### src/rtl/div_issue_ctrl.sv
// div_issue_ctrl: sequences RV32M divide/remainder ops onto an AXI-Stream divider core,
// resolving divide-by-zero and signed overflow locally without a core request.
module div_issue_ctrl #(
    parameter int XLEN = 32
) (
    input  logic              clk,
    input  logic              reset_n,
    input  logic              ex_valid,
    input  logic [2:0]        funct3,
    input  logic [XLEN-1:0]   a,
    input  logic [XLEN-1:0]   b,
    input  logic              flush,
    output logic              stall,
    output logic              wb_valid,
    output logic [XLEN-1:0]   wb_result,
    output logic              div_signed,
    output logic              div_dividend_tvalid,
    output logic              div_divisor_tvalid,
    output logic [XLEN-1:0]   div_dividend_tdata,
    output logic [XLEN-1:0]   div_divisor_tdata,
    input  logic              div_dividend_tready,
    input  logic              div_divisor_tready,
    input  logic              div_dout_tvalid,
    input  logic [2*XLEN-1:0] div_dout_tdata
);

    typedef enum logic [2:0] {IDLE, ISSUE, WAIT, DRAIN, DONE} state_t;
    localparam logic [XLEN-1:0] MIN_INT = {1'b1, {(XLEN-1){1'b0}}};

    state_t          state_q;
    logic [XLEN-1:0] a_q, b_q, res_q;
    logic            rem_q, signed_q, dvd_vld_q, dvs_vld_q;
    logic            capture, b_zero, overflow, dvd_left, dvs_left, hs_done, drain;
    logic [XLEN-1:0] special_res, core_res;

    assign capture     = (state_q == IDLE) && ex_valid && funct3[2] && !flush;
    assign b_zero      = (b == '0);
    assign overflow    = !funct3[0] && (a == MIN_INT) && (b == '1);
    assign special_res = b_zero ? (funct3[1] ? a : '1) : (funct3[1] ? '0 : a);
    assign dvd_left    = dvd_vld_q && !div_dividend_tready;
    assign dvs_left    = dvs_vld_q && !div_divisor_tready;
    assign hs_done     = !dvd_left && !dvs_left;
    assign drain       = flush || (state_q == DRAIN);
    assign core_res    = rem_q ? div_dout_tdata[2*XLEN-1:XLEN] : div_dout_tdata[XLEN-1:0];

    always_ff @(posedge clk or negedge reset_n) begin
        if (!reset_n) begin
            state_q   <= IDLE;
            a_q       <= '0;
            b_q       <= '0;
            res_q     <= '0;
            rem_q     <= 1'b0;
            signed_q  <= 1'b0;
            dvd_vld_q <= 1'b0;
            dvs_vld_q <= 1'b0;
        end else begin
            case (state_q)
                IDLE: if (capture) begin
                    a_q      <= a;
                    b_q      <= b;
                    rem_q    <= funct3[1];
                    signed_q <= !funct3[0];
                    if (b_zero || overflow) begin
                        res_q   <= special_res;
                        state_q <= DONE;
                    end else begin
                        dvd_vld_q <= 1'b1;
                        dvs_vld_q <= 1'b1;
                        state_q   <= ISSUE;
                    end
                end
                // Valids only drop on their own handshake, even when flushed.
                ISSUE, WAIT, DRAIN: begin
                    dvd_vld_q <= dvd_left;
                    dvs_vld_q <= dvs_left;
                    if (hs_done && div_dout_tvalid) begin
                        if (!drain) res_q <= core_res;
                        state_q <= drain ? IDLE : DONE;
                    end else begin
                        state_q <= drain ? DRAIN : (hs_done ? WAIT : ISSUE);
                    end
                end
                default: state_q <= IDLE;
            endcase
        end
    end

    assign stall = capture || (state_q == ISSUE) || (state_q == WAIT)
                 || ((state_q == DRAIN) && ex_valid);
    assign wb_valid            = (state_q == DONE) && !flush;
    assign wb_result           = res_q;
    assign div_signed          = signed_q;
    assign div_dividend_tvalid = dvd_vld_q;
    assign div_divisor_tvalid  = dvs_vld_q;
    assign div_dividend_tdata  = a_q;
    assign div_divisor_tdata   = b_q;

endmodule

### config.mk
export PLATFORM = sky130hd
export DESIGN_NAME = div_issue_ctrl
export DESIGN_NICKNAME = d
export VERILOG_FILES = /design/src/rtl/div_issue_ctrl.sv
export SDC_FILE = /design/constraint.sdc
export NUM_CORES = 1
export LEC_CHECK = 0
export ABC_AREA = 0
export BUFFER_PORTS_ARGS = -buffer_cell sky130_fd_sc_hd__buf_4
export CORE_MARGIN = 3
export CORE_UTILIZATION = 45
export CTS_BUF_LIST = sky130_fd_sc_hd__clkbuf_16
export CTS_CLUSTER_SIZE = 24
export DETAILED_ROUTE_END_ITERATION = 8
export GPL_TIMING_DRIVEN = 0
export MAX_ROUTING_LAYER = met4
export PLACE_DENSITY = 0.82
export SLEW_MARGIN = 15
export SYNTH_ARGS = -nofsm -noshare
export SYNTH_HDL_FRONTEND = slang
export SYNTH_SLANG_ARGS = --single-unit
### constraint.sdc
create_clock -name clk -period 2.87 [get_ports clk]
set_clock_uncertainty 0.1 [all_clocks]
set_input_delay 0.574 -clock clk [delete_from_list [all_inputs] [get_ports clk]]
set_output_delay 0.574 -clock clk [all_outputs]
set_load 0.01 [all_outputs]
== Yosys cells after proc, flatten, opt, wreduce, memory -nomap -nowiden ==
Index checks and enable logic that the tools add are counted.
Storage, ports and cells
  register bits: 103
  latch bits: 0
  memory bits (writable): 0
  bits in read-only memories: 0
  bits of input ports: 138
  output and inout bits: 101
  word-level logic and storage cells: 68
  memories kept: 0
Operators by class
  $add $sub $neg: 0
  multiply operators: 0
  div/mod/pow operators: 0
  magnitude comparators: 0
  equal/unequal tests: 11
  shift operators: 0
  muxes and demuxes: 20
  bitwise logic cells: 0
  reductions and logical operators: 29
Operator list (count)
  $mux W32: 8
  $eq A32 B32 Y1 const B: 2
  $pmux W32 S2: 1
  $logic_not A32 Y1: 1
  $mux W3: 4
  $logic_and A1 B1 Y1: 11
  $ne A2 B2 Y1 const B: 4
  $eq A3 B2 Y1 const B: 2
  $logic_not A1 Y1: 6
  $pmux W3 S2: 1
  $logic_or A1 B1 Y1: 5
  $reduce_and A5 Y1: 1
  $mux W2: 2
  $pmux W1 S2: 2
  $eq A3 B1 Y1 const B: 1
  $eq A3 B3 Y1 const B: 1
  $logic_not A3 Y1: 1
  $reduce_and A3 Y1: 1
  $reduce_or A3 Y1: 1
  $mux W1: 2
  $ne A2 B1 Y1 const B: 1
  $reduce_and A2 Y1: 1
  $reduce_bool A2 Y1: 1

== Longest topological paths before layout ==
  word-level depth: 8
  gate-level depth with buffers: 8
  depth with buffers taken out: 6

== Worst setup path before layout ==
Ideal clock, no wire load.
  path kind: input -> register
  from: input b[17]
  to: register res_q[0] (netlist: wb_result[0])
  setup time: 0.125 ns
  arrival time: 2.039 ns
  required time: 2.645 ns
  setup slack: 0.606 ns
  stages on the path: 8
  buffers on the path: 2
  path through: nor4_1 nand4_1 or2_1 o31ai_2 o211a_1 buf_6 buf_12 mux2_4
Between the ends
  longest elaborated chain between the ends: 5
  elaborated cells on any way between the ends: 10
  classes of those cells: eq/ne (2); mux (4); reduce/logical (4)
Ends and longest elaborated chain
  from (decl): RTL line 11  | input logic [XLEN-1:0] b,
  $logic_not A32 Y1 / $eq A32 B32 Y1 (equally long branches): RTL line 37, 38
  $mux W32 / $logic_and A1 B1 Y1 (equally long branches): RTL line 39, 38
  $mux W32 / $logic_or A1 B1 Y1 (equally long branches): RTL line 63  | if (b_zero || overflow) begin
  $mux W32 / $ne A2 B1 Y1 (equally long branches)
  $pmux W32 S2 / $reduce_and A5 Y1 (equally long branches)
  to (signal assigned): RTL line 64  | res_q <= special_res;
  to (signal assigned): RTL line 77  | if (!drain) res_q <= core_res;
  to (decl): RTL line 31  | logic [XLEN-1:0] a_q, b_q, res_q;
Parallel ways exist; a longest one is shown, timed or not. The select of a mux whose other input is x is not followed.
A chain may end at the register's enable or synchronous reset.

== Worst setup path in the final report ==
  from: input a[30]
  to: register res_q[2] (netlist: wb_result[2])
Between the ends
  longest elaborated chain between the ends: 6
Ends and longest elaborated chain
  from (decl): RTL line 10  | input logic [XLEN-1:0] a,
  $eq A32 B32 Y1: RTL line 38  | assign overflow = !funct3[0] && (a == MIN_INT) && (b == '1);
  $logic_and A1 B1 Y1 (2 in series): RTL line 38
  $logic_or A1 B1 Y1: RTL line 63
  $ne A2 B1 Y1 (no source line)
  $reduce_and A5 Y1 (no source line)
Every way passes these cells.

==> flow_summary.toml <==
[global_route]
grtUsageMet3_pct = 4.259
grt_max_degree = 104
grt.busiest_layer = "met2"
grt_use_met2_pct = 43.58
antenna_found_initial = 0
grt_pass1_vias = 4673
grt-ovfl-total = 0
track_usage_pct = 25.79
grt_pass1_wl_um = 24880
grtUsageMet1_pct = 30.72

[clocking]
cts_hold_buf = 0
cts_tree = "yes"
htreeDepth = 3
cts_resized = 0
clk_pin_slew_worst_paths_ns = 0.07
clk_path_buf_depth = 2
cts_sinks = 103
cts_root_buffer = "clkbuf_16"
cts_setup_buffers = 0
clkLatencyLatePin_ns = 0.34
cts_buffers = 9

[routing]
viasPerCell = 5.497
routed-via-count = 4321
dr.pass1.iters = 6
drt_iter0_drc = 215
ant_nets = 0
routed_wl_um = 16000
drc_errors = 0
wl_per_cell_um = 20.35

[setup_path]
arrival_ns = 2.66
ff2ff_setup_slack_ns = 0.55
crit_type = "in2reg"
r2r_end = "div_dividend_tdata[5]$_DFFE_PN0P_"
path_cells = "buf_4 -> nand4bb_1 -> nor4_1 -> nand4_1 -> o31ai_2 -> o211a_1 -> buf_6 -> buf_12 -> mux2_4"
cp-end-kind = "flip-flop"
crit_path_end = "wb_result[2]$_DFFE_PN0P_"
critPathMaxFanout = 10
slowest_delay_ns = 0.44
critPathBufInv = 3
rr_worst_depth = 5
crit_start = "a[30]"
crit_slowest_cell = "nor4_1"
crit_family = "simple AND/OR/NAND/NOR gates"
critPathRequiredTime_ns = 2.99
cp.depth = 9
reg2reg_from = "state_q[0]$_DFFE_PN0P_"
start_kind = "primary input"

[cells_and_area]
design_area_sq_um = 7363
antennaDiodeCount = 0
multi_input_area_sq_um = 2288
drive_above_1_share_pct = 57.43
fin_nets = 780
finalNonFillerCells = 786
finalCoreUtilization_pct = 67.33
synthToLayoutAreaGrowth_pct = 44.56
final-seq-area_sq_um = 2577
fillers = 826

[die]
die_h_um = 112.4
die_x_um = 112.4
ios = 239
initial_core_util_pct = 46.58
rows = 38
core-area_sq_um = 10940
dieArea_sq_um = 12630

[pwr]
p_total_uw = 7487
p_per_area_nw_per_um2 = 1017
irDropWorstVdd_uv = 433.8
p_leak_uw = 0.003557

[logic_synthesis]
yosys_warnings = 0
syn-cell-area_sq_um = 5094
synth.top_cell.area_share_pct = 50.60
synth-main-ff-cell = "dfrtp_1"
synthTopCellsByCount = "dfrtp_1 (103), mux2_2 (69), nor2_1 (37), o22ai_1 (35), mux2i_1 (33)"
async_reset_ff_share_pct = 100.0
syn_nets = 531
synth_edf_count = 0
synth_area_leaders = "dfrtp_1 (51%), mux2_2 (15%), mux2_4 (8.5%), mux2i_1 (6.5%), o22ai_1 (4.3%)"
ys_types = 37
synth_cells = 393
synth-seq-cells = 103
seq_area_frac_synth_pct = 50.60
syn_avg_cell_area_sq_um = 12.96
yosysMostFrequentCell = "dfrtp_1"
yosys.area.top_type = "dfrtp_1"

[timing]
tightest_slew_ns = 0.9579
relSlewSlack_pct = 36.14
slew_violations = 0
final-setup-viol-count = 0
grt_setup_unrepaired = "no"
fin_ws_ns = 0.3360
post-route-min-period_ns = 2.534
hold_viol = 0
fmax_mhz = 394.6
finalCritPeriodShare_pct = 88.29

[hold_path]
hold_path.class = "in2async"

[place]
place_hpwl_um = 12320
gp_congestion = 0.8833
dpl.cell_count = 771
io_buffers = 238
place_area_sq_um = 7059
pre_cts_ws_ns = -0.04550

[outcome]
outcome = "finished clean"

[job]
maxCapViolCount = 0
## flip-flops by register name, summed over array words and instances, names as in the netlist
name and flops:
div_dividend_tdata 32, div_dividend_tvalid 1, div_divisor_tdata 32, div_divisor_tvalid 1, div_signed 1, rem_q 1, state_q 3, wb_result 32
## power by group
| part | switching, uW | total (uW) | internal [uW] |
|---|---|---|---|
| clock network | 527 | 1280 | 751 |
| logic | 1590 | 3660 | 2070 |
| registers | 408 | 2550 | 2140 |
| total | 2530 | 7490 | 4960 |
## final cells by class
cell class | count | area share [%]
clock buffers | 9 | 3.059
flip-flops and latches | 103 | 35.00
well taps | 140 | 2.379
repair buffers | 238 | 24.32
inverters | 4 | 0.2039
plain buffers | 24 | 2.889
multi-input cells | 262 | 31.08
clock inverters | 6 | 1.071
## cell usage in the layout (no fill, tap or decap), types with 2 or more instances in the layout
| master | count |
|---|---|
| clkbuf_1 | 6 |
| o21ai_0 | 2 |
| mux2_4 | 29 |
| nand4b_1 | 2 |
| buf_12 | 3 |
| mux2i_1 | 33 |
| mux2_2 | 69 |
| buf_4 | 237 |
| nand3_1 | 2 |
| buf_6 | 3 |
| clkbuf_8 | 4 |
| inv_1 | 6 |
| nor4_1 | 16 |
| o22ai_1 | 35 |
| nor3_1 | 2 |
| bufinv_16 | 2 |
| nand4_1 | 8 |
| dfrtp_1 | 103 |
| a21oi_1 | 2 |
| buf_2 | 8 |
| nand2_1 | 7 |
| clkbuf_16 | 9 |
| nor2_1 | 37 |
| a21o_1 | 3 |
## routing by layer
metal,share of wire (%),vias up
met3,5.7,36
met1,40,2140
met2,51,180
li1,-,1965
met5,0,-
met4,3.0,0
## worst min path at each step
stage                                              to  slack, ns  cells past startpoint
CTS                 div_divisor_tdata[22]$_DFFE_PN0P_       0.29                      1
finish              div_divisor_tdata[23]$_DFFE_PN0P_       0.23                      1
global route                   div_signed$_DFFE_PN0P_       0.32                      2
floorplan           div_dividend_tdata[0]$_DFFE_PN0P_       0.18                      0
detailed placement          wb_result[26]$_DFFE_PN0P_       0.39                      1
global placement    div_dividend_tdata[1]$_DFFE_PN0P_       0.39                      1
## logic make-up after synthesis
family	count (synthesis)	synth area share, %
simple gates	85	8.745
mux	131	30.29
compound gates	46	5.895
buf+inv	28	4.470
flops	103	50.60
## through the flow
stage / hold WS, ns / setup TNS (ns)
floorplan: 0.1784 / 0
global placement: 0.3910 / -0.3823
detailed placement: 0.3938 / -1.085
CTS: 0.2938 / 0
global route: 0.3215 / 0
finish: 0.2282 / 0
(Power assumes the default switching activity.)
